## config.mk

```make
export PLATFORM = sky130hd
export DESIGN_NAME = mem_port_arbiter_flat
export DESIGN_NICKNAME = d
export VERILOG_FILES = /design/src/rtl/mem_arb_pkg.sv /design/src/rtl/mem_arb_if.sv /design/src/rtl/mem_arb_pick.sv /design/src/rtl/mem_port_arbiter.sv /design/src/flat_wrapper.sv
export SDC_FILE = /design/constraint.sdc
export NUM_CORES = 1
export LEC_CHECK = 0
export CAP_MARGIN = 20
export CELL_PAD_IN_SITES_DETAIL_PLACEMENT = 1
export CELL_PAD_IN_SITES_GLOBAL_PLACEMENT = 1
export CORE_UTILIZATION = 19
export DETAILED_ROUTE_END_ITERATION = 8
export PLACE_DENSITY_LB_ADDON = 0.1
export SKIP_LAST_GASP = 1
export SLEW_MARGIN = 20
export SYNTH_ARGS = -nofsm -noshare
export SYNTH_HDL_FRONTEND = slang
export SYNTH_SLANG_ARGS = --single-unit
export TNS_END_PERCENT = 100
```

## constraint.sdc

```tcl
create_clock -name Clk -period 1.4 [get_ports Clk]
set_input_delay 0.28 -clock Clk [delete_from_list [all_inputs] [get_ports Clk]]
set_output_delay 0.28 -clock Clk [all_outputs]
set_load 0.02 [all_outputs]
```

## src/rtl/mem_arb_pkg.sv

```systemverilog
// Purpose: shared constants for the two-requester memory port arbiter.
// Latency: n/a (declarations only).
// Backpressure: n/a.
// Contents: requester id encodings and the read response latency in cycles.
package mem_arb_pkg;

    localparam logic REQ_ID0    = 1'b0;
    localparam logic REQ_ID1    = 1'b1;
    localparam int   RD_LATENCY = 2;

endpackage

```

## src/rtl/mem_arb_if.sv

```systemverilog
// Purpose: bundles the requester, response and memory-side signals of mem_port_arbiter.
// Latency: n/a (wiring only).
// Backpressure: requesters hold Req/Wr/Addr/Wdata until their Gnt is seen high.
// Modports: slave = arbiter side, master = requesters plus memory model (bench side).
interface mem_arb_if #(
    parameter int MEM_WIDTH  = 8,
    parameter int ADDR_WIDTH = 8
);
    logic                  Req0;
    logic                  Req1;
    logic                  Wr0;
    logic                  Wr1;
    logic [ADDR_WIDTH-1:0] Addr0;
    logic [ADDR_WIDTH-1:0] Addr1;
    logic [MEM_WIDTH-1:0]  Wdata0;
    logic [MEM_WIDTH-1:0]  Wdata1;
    logic                  Gnt0;
    logic                  Gnt1;
    logic                  RdValid;
    logic                  RdId;
    logic [MEM_WIDTH-1:0]  RdData;
    logic [ADDR_WIDTH-1:0] MemAddr;
    logic [MEM_WIDTH-1:0]  MemDataIn;
    logic                  MemWE;
    logic [MEM_WIDTH-1:0]  MemDout;

    modport slave (
        input  Req0, Req1, Wr0, Wr1, Addr0, Addr1, Wdata0, Wdata1, MemDout,
        output Gnt0, Gnt1, RdValid, RdId, RdData, MemAddr, MemDataIn, MemWE
    );

    modport master (
        output Req0, Req1, Wr0, Wr1, Addr0, Addr1, Wdata0, Wdata1, MemDout,
        input  Gnt0, Gnt1, RdValid, RdId, RdData, MemAddr, MemDataIn, MemWE
    );

endinterface

```

## src/rtl/mem_arb_pick.sv

```systemverilog
// Purpose: combinational two-way picker; at most one grant, never without its request.
// Latency: 0 cycles (pure combinational).
// Backpressure: a losing requester simply sees its Gnt low and keeps holding Req.
// Ports: Req0/Req1 requests, Last = id granted most recently, Gnt0/Gnt1 grants.
// Config: MEM_ARB_RR_EN defined -> ties go to the requester not equal to Last;
//         undefined -> requester 0 always wins ties and Last is ignored.
module mem_arb_pick (
    input  logic Req0,
    input  logic Req1,
    input  logic Last,
    output logic Gnt0,
    output logic Gnt1
);
    import mem_arb_pkg::*;

`ifdef MEM_ARB_RR_EN
    // On a tie, hand the port to whoever did not have it last.
    assign Gnt0 = Req0 & (~Req1 | (Last == REQ_ID1));
    assign Gnt1 = Req1 & (~Req0 | (Last == REQ_ID0));
`else
    logic unused_last;
    assign unused_last = Last;
    assign Gnt0        = Req0;
    assign Gnt1        = Req1 & ~Req0;
`endif

endmodule

```

## src/rtl/mem_port_arbiter.sv

```systemverilog
// Purpose: shares one single-port synchronous memory between two requesters.
// Latency: grant same cycle; read accepted at edge E returns RdValid/RdData launched at E+1, seen at E+2.
// Backpressure: losing requester holds its request; one access per cycle, no stalls.
// Ports: Clk, Rst_n (async active-low); bus (mem_arb_if.slave) carries requests,
//        grants, tagged read response and the memory Addr/DataIn/WE/Dout pins.
// Config: MEM_ARB_RR_EN enables round-robin tie-break (Last register); default is fixed priority.
module mem_port_arbiter #(
    parameter int MEM_WIDTH  = 8,
    parameter int ADDR_WIDTH = 8
) (
    input  logic        Clk,
    input  logic        Rst_n,
    mem_arb_if.slave    bus
);
    import mem_arb_pkg::*;

    logic pick_gnt0;
    logic pick_gnt1;
    logic gnt0;
    logic gnt1;
    logic last_id;
    logic rd_acc;

    // Read tracking pipeline: stage 1 = address presented, stage 2 = data captured.
    logic                 s1_vld_q, s1_vld_d;
    logic                 s1_id_q,  s1_id_d;
    logic                 s2_vld_q, s2_vld_d;
    logic                 s2_id_q,  s2_id_d;
    logic [MEM_WIDTH-1:0] rd_data_q, rd_data_d;

`ifdef MEM_ARB_RR_EN
    logic last_q, last_d;

    always_comb begin
        last_d = last_q;
        if (pick_gnt0) begin
            last_d = REQ_ID0;
        end else if (pick_gnt1) begin
            last_d = REQ_ID1;
        end
    end

    // Resetting to 1 lets requester 0 win the first tie.
    always_ff @(posedge Clk or negedge Rst_n) begin
        if (!Rst_n) begin
            last_q <= REQ_ID1;
        end else begin
            last_q <= last_d;
        end
    end

    assign last_id = last_q;
`else
    assign last_id = REQ_ID1;
`endif

    mem_arb_pick u_pick (
        .Req0 (bus.Req0),
        .Req1 (bus.Req1),
        .Last (last_id),
        .Gnt0 (pick_gnt0),
        .Gnt1 (pick_gnt1)
    );

    // Flops are held in reset anyway, so only the outward grants need the reset gate.
    assign gnt0     = pick_gnt0 & Rst_n;
    assign gnt1     = pick_gnt1 & Rst_n;
    assign bus.Gnt0 = gnt0;
    assign bus.Gnt1 = gnt1;

    // Memory pin mux; with no winner the memory does a dummy read of address 0.
    always_comb begin
        bus.MemAddr   = '0;
        bus.MemDataIn = '0;
        bus.MemWE     = 1'b0;
        if (gnt0) begin
            bus.MemAddr   = bus.Addr0;
            bus.MemDataIn = bus.Wdata0;
            bus.MemWE     = bus.Wr0;
        end else if (gnt1) begin
            bus.MemAddr   = bus.Addr1;
            bus.MemDataIn = bus.Wdata1;
            bus.MemWE     = bus.Wr1;
        end
    end

    assign rd_acc = (pick_gnt0 & ~bus.Wr0) | (pick_gnt1 & ~bus.Wr1);

    always_comb begin
        s1_vld_d  = rd_acc;
        s1_id_d   = pick_gnt1 ? REQ_ID1 : REQ_ID0;
        s2_vld_d  = s1_vld_q;
        s2_id_d   = s1_id_q;
        rd_data_d = rd_data_q;
        // MemDout is valid one edge after the memory registered the read.
        if (s1_vld_q) begin
            rd_data_d = bus.MemDout;
        end
    end

    always_ff @(posedge Clk or negedge Rst_n) begin
        if (!Rst_n) begin
            s1_vld_q  <= 1'b0;
            s1_id_q   <= REQ_ID0;
            s2_vld_q  <= 1'b0;
            s2_id_q   <= REQ_ID0;
            rd_data_q <= '0;
        end else begin
            s1_vld_q  <= s1_vld_d;
            s1_id_q   <= s1_id_d;
            s2_vld_q  <= s2_vld_d;
            s2_id_q   <= s2_id_d;
            rd_data_q <= rd_data_d;
        end
    end

    assign bus.RdValid = s2_vld_q;
    assign bus.RdId    = s2_id_q;
    assign bus.RdData  = rd_data_q;

endmodule

```

## src/flat_wrapper.sv

```systemverilog
// flat-port wrapper written by rule: the top's interface ports become plain ports
module mem_port_arbiter_flat import mem_arb_pkg::*;
#(
    parameter int MEM_WIDTH  = 8,
    parameter int ADDR_WIDTH = 8
)
  (Clk, Rst_n, bus_Req0, bus_Req1, bus_Wr0, bus_Wr1, bus_Addr0, bus_Addr1, bus_Wdata0, bus_Wdata1, bus_MemDout, bus_Gnt0, bus_Gnt1, bus_RdValid, bus_RdId, bus_RdData, bus_MemAddr, bus_MemDataIn, bus_MemWE);
  mem_arb_if #(.MEM_WIDTH(MEM_WIDTH), .ADDR_WIDTH(ADDR_WIDTH)) bus_i ();
  input  logic Clk;
  input  logic Rst_n;
  input wire logic [$bits(bus_i.Req0)-1:0] bus_Req0;
  input wire logic [$bits(bus_i.Req1)-1:0] bus_Req1;
  input wire logic [$bits(bus_i.Wr0)-1:0] bus_Wr0;
  input wire logic [$bits(bus_i.Wr1)-1:0] bus_Wr1;
  input wire logic [$bits(bus_i.Addr0)-1:0] bus_Addr0;
  input wire logic [$bits(bus_i.Addr1)-1:0] bus_Addr1;
  input wire logic [$bits(bus_i.Wdata0)-1:0] bus_Wdata0;
  input wire logic [$bits(bus_i.Wdata1)-1:0] bus_Wdata1;
  input wire logic [$bits(bus_i.MemDout)-1:0] bus_MemDout;
  output wire logic [$bits(bus_i.Gnt0)-1:0] bus_Gnt0;
  output wire logic [$bits(bus_i.Gnt1)-1:0] bus_Gnt1;
  output wire logic [$bits(bus_i.RdValid)-1:0] bus_RdValid;
  output wire logic [$bits(bus_i.RdId)-1:0] bus_RdId;
  output wire logic [$bits(bus_i.RdData)-1:0] bus_RdData;
  output wire logic [$bits(bus_i.MemAddr)-1:0] bus_MemAddr;
  output wire logic [$bits(bus_i.MemDataIn)-1:0] bus_MemDataIn;
  output wire logic [$bits(bus_i.MemWE)-1:0] bus_MemWE;
  assign bus_i.Req0 = bus_Req0;
  assign bus_i.Req1 = bus_Req1;
  assign bus_i.Wr0 = bus_Wr0;
  assign bus_i.Wr1 = bus_Wr1;
  assign bus_i.Addr0 = bus_Addr0;
  assign bus_i.Addr1 = bus_Addr1;
  assign bus_i.Wdata0 = bus_Wdata0;
  assign bus_i.Wdata1 = bus_Wdata1;
  assign bus_i.MemDout = bus_MemDout;
  assign bus_Gnt0 = bus_i.Gnt0;
  assign bus_Gnt1 = bus_i.Gnt1;
  assign bus_RdValid = bus_i.RdValid;
  assign bus_RdId = bus_i.RdId;
  assign bus_RdData = bus_i.RdData;
  assign bus_MemAddr = bus_i.MemAddr;
  assign bus_MemDataIn = bus_i.MemDataIn;
  assign bus_MemWE = bus_i.MemWE;
  mem_port_arbiter #(.MEM_WIDTH(MEM_WIDTH), .ADDR_WIDTH(ADDR_WIDTH)) u_core (.Clk(Clk), .Rst_n(Rst_n), .bus(bus_i));
endmodule
```

==> results.yml <==
clock_network:
  cts_inserted_buffers: 3
  cts_root_buffer: "sky130_fd_sc_hd__clkbuf_8"
  clk_latency_ns: 0.23
  clock_sink_count: 12
  cts.path.max_buffers: 2
  worst_setup_hold_path_clk_slew_ns: 0.04
  tritoncts: "done"
  h_tree_depth: 1
logic_synthesis:
  ys_dominant_reg_cell: "sky130_fd_sc_hd__dfrtp_1"
  synth_area_um2: 787
  yosys.area.top_type: "sky130_fd_sc_hd__dfrtp_1"
  syn-instance-count: 86
  postSynthRegisterBits: 12
  synth-edff-count: 0
  ys_seq_area_share_pct: 38.2
  synthTopCellsByArea: "sky130_fd_sc_hd__dfrtp_1, sky130_fd_sc_hd__nand2b_1, sky130_fd_sc_hd__mux2_2"
  synthesis.yosys.warnings: 0
  yosys-top-cells-count: "sky130_fd_sc_hd__nand2b_1, sky130_fd_sc_hd__nand3_1, sky130_fd_sc_hd__dfrtp_1, sky130_fd_sc_hd__o21ai_1, sky130_fd_sc_hd__mux2_2"
  yosysUniqueCellTypes: 16
  synth-async-reset-ratio_pct: 100
  synth_top_area_share_pct: 38.2
  average_cell_area_after_synthesis_um2: 9.15
  synth_net_count: 132
placed_design:
  place_hpwl_um: 2160
  place.gp.congestion: 0.650
  placed_cells_incl_taps: 211
  io_buffers: 74
  dp_slack_ns: -0.893
floorplan:
  initial_utilization_pct: 19.7
  fp.dieArea_um2: 4400
  floorplan.die.height_um: 66.4
  pin_count: 75
  row_count: 23
  die_width_um: 66.4
  placeableCoreArea_um2: 4000
final_layout:
  fin_cells: 218
  areaGrowthSynthToFinish_pct: 108
  antenna_cells: 0
  post_route_cells_drive_above_1_share_pct: 29.2
  nNetsFinal: 216
timing:
  postLayoutSetupSlackWorst_ns: 0.0292
  fmax_mhz: 729
  setup_viol: 0
  tightest_slew_ns: 0.371
  post-route-min-period_ns: 1.37
  timing.max_slew.rel_slack_pct: 75.3
  slew_limit_fails: 0
  finalHoldViolCount: 0
  clock-skew-final_ns: 0.00458
  layout_worst_path_cycle_share_pct: 97.9
  worst_hold_check_slack_ns: 0.0180
drt:
  drt.antenna.violating_nets: 0
  detailroute.via_count: 948
  wire_per_inst_um: 13.2
  drtPass1Iterations: 2
  vias_per_cell: 4.35
  post-route-drc-count: 0
  total_wire_length_after_detailed_routing_um: 2880
  first_iter_violations: 15
setup_path:
  cpMaxStageDelayCell: "sky130_fd_sc_hd__clkdlybuf4s50_1"
  worstPathArrival_ns: 1.09
  worst-setup-path-type: "in -> out"
  cp.buffers_inverters: 2
  worst_ep_required_time_ns: 1.12
  cells_along_the_critical_path: "clkdlybuf4s50_1 -> nand2b_1 -> o21ai_1 -> buf_4"
  crit_path_max_fanout: 1
  startpoint_type: "primary input"
  critical-path-max-stage-delay_ns: 0.45
  worst_path_dominant_cell_family: "buffers and inverters"
  critical_path.endpoint_type: "output port"
run_status:
  status: "finished clean"
min_path:
  hp-class: "in -> async"
flow_run:
  maxCapViolations: 0
global_routing:
  initial_antenna_violation_count: 0
  grt_overflow: 0
  wire_length_of_the_first_global_routing_pass_um: 4160
  grt_pass1_vias: 947
  gr-usage-all-layers_pct: 12.7
  grt_start_max_net_pins: 20
power:
  power.density_cell_area_nw_per_um2: 725
  irDropWorstVdd_v: 0.000241
  power.leakage_uw: 0.000749
==> registers in the layout (all words and copies together), names as in the netlist <==
name / flops
u_core.s1_id_q: 1
u_core.bus.RdData: 8
u_core.bus.RdId: 1
u_core.s1_vld_q: 1
u_core.bus.RdValid: 1
==> where the power goes <==
group / internal (µW) / switching (µW) / total (µW)
sequential: 391 / 23.5 / 414
clock: 187 / 99.1 / 286
combinational: 271 / 216 / 487
total: 849 / 339 / 1190
==> cells in the final DEF, fill, tap and decap left out, types with 5 or more instances in the layout <==
| cell | instances |
|---|---|
| sky130_fd_sc_hd__buf_4 | 17 |
| sky130_fd_sc_hd__clkdlybuf4s50_1 | 38 |
| sky130_fd_sc_hd__dfrtp_1 | 12 |
| sky130_fd_sc_hd__dlygate4sd2_1 | 10 |
| sky130_fd_sc_hd__buf_2 | 8 |
| sky130_fd_sc_hd__o21ai_1 | 15 |
| sky130_fd_sc_hd__nand2b_1 | 17 |
| sky130_fd_sc_hd__mux2_2 | 8 |
| sky130_fd_sc_hd__nand3_1 | 17 |
| sky130_fd_sc_hd__buf_6 | 5 |
==> stage by stage <==
stage / TNS, ns / power (µW) / instance area, µm² / util, %
after detailed placement: -14.85 / 938 / 1590 / 39.8
after global routing: -0.0209 / 1260 / 1640 / 40.9
after floorplan: 0 / 633 / 787 / -
after CTS: 0 / 1190 / 1570 / 39.2
final: 0 / 1190 / 1640 / 40.9
after global placement: -14.78 / 927 / 1590 / 39.8
==> layer usage <==
| layer | track usage (%) | wire length (µm) |
|---|---|---|
| met1 | 13.3 | 1050 |
| met2 | 23.5 | 1560 |
| met3 | 3.28 | 250 |
| met4 | 5.59 | 27 |
| met5 | 0 | 0 |
==> layout make-up <==
cell class | instances | area, µm²
fillers | 472 | 2360
repair buffers | 87 | 816
multi-input cells | 65 | 414
flip-flops and latches | 12 | 300
well taps | 50 | 62.6
clock buffers | 3 | 41.3
inverters | 1 | 3.75
==> timing repair <==
item	CTS	global route
setup buffers	0	1
endpoints found under the setup margin	29	17
cloned	2	1
pin swaps	0	3
hold buffers	0	0
gates resized for setup	114	22
==> cell families after synthesis <==
| family | share of synthesized area, % |
|---|---|
| simple gates | 28.0 |
| compound gates | 11.9 |
| flops | 38.2 |
| buf+inv | 10.5 |
| mux | 11.4 |
==> worst paths after layout <==
path	depth (start not counted)	to	startpoint	slack, ns
min in group Clk	0	u_core.bus.RdId	u_core.s1_id_q	0.37
max in group asynchronous	3	u_core.bus.RdData[5]	Rst_n	1.02
min reg2reg	0	u_core.bus.RdId	u_core.s1_id_q	0.37
min	2	u_core.bus.RdData[2]	Rst_n	0.02
max	4	bus_MemDataIn[7]	bus_Wdata1[7]	0.03
max reg2reg	1	u_core.bus.RdData[5]	u_core.s1_vld_q	0.34
No activity file was read; power rests on OpenSTA's default activity.
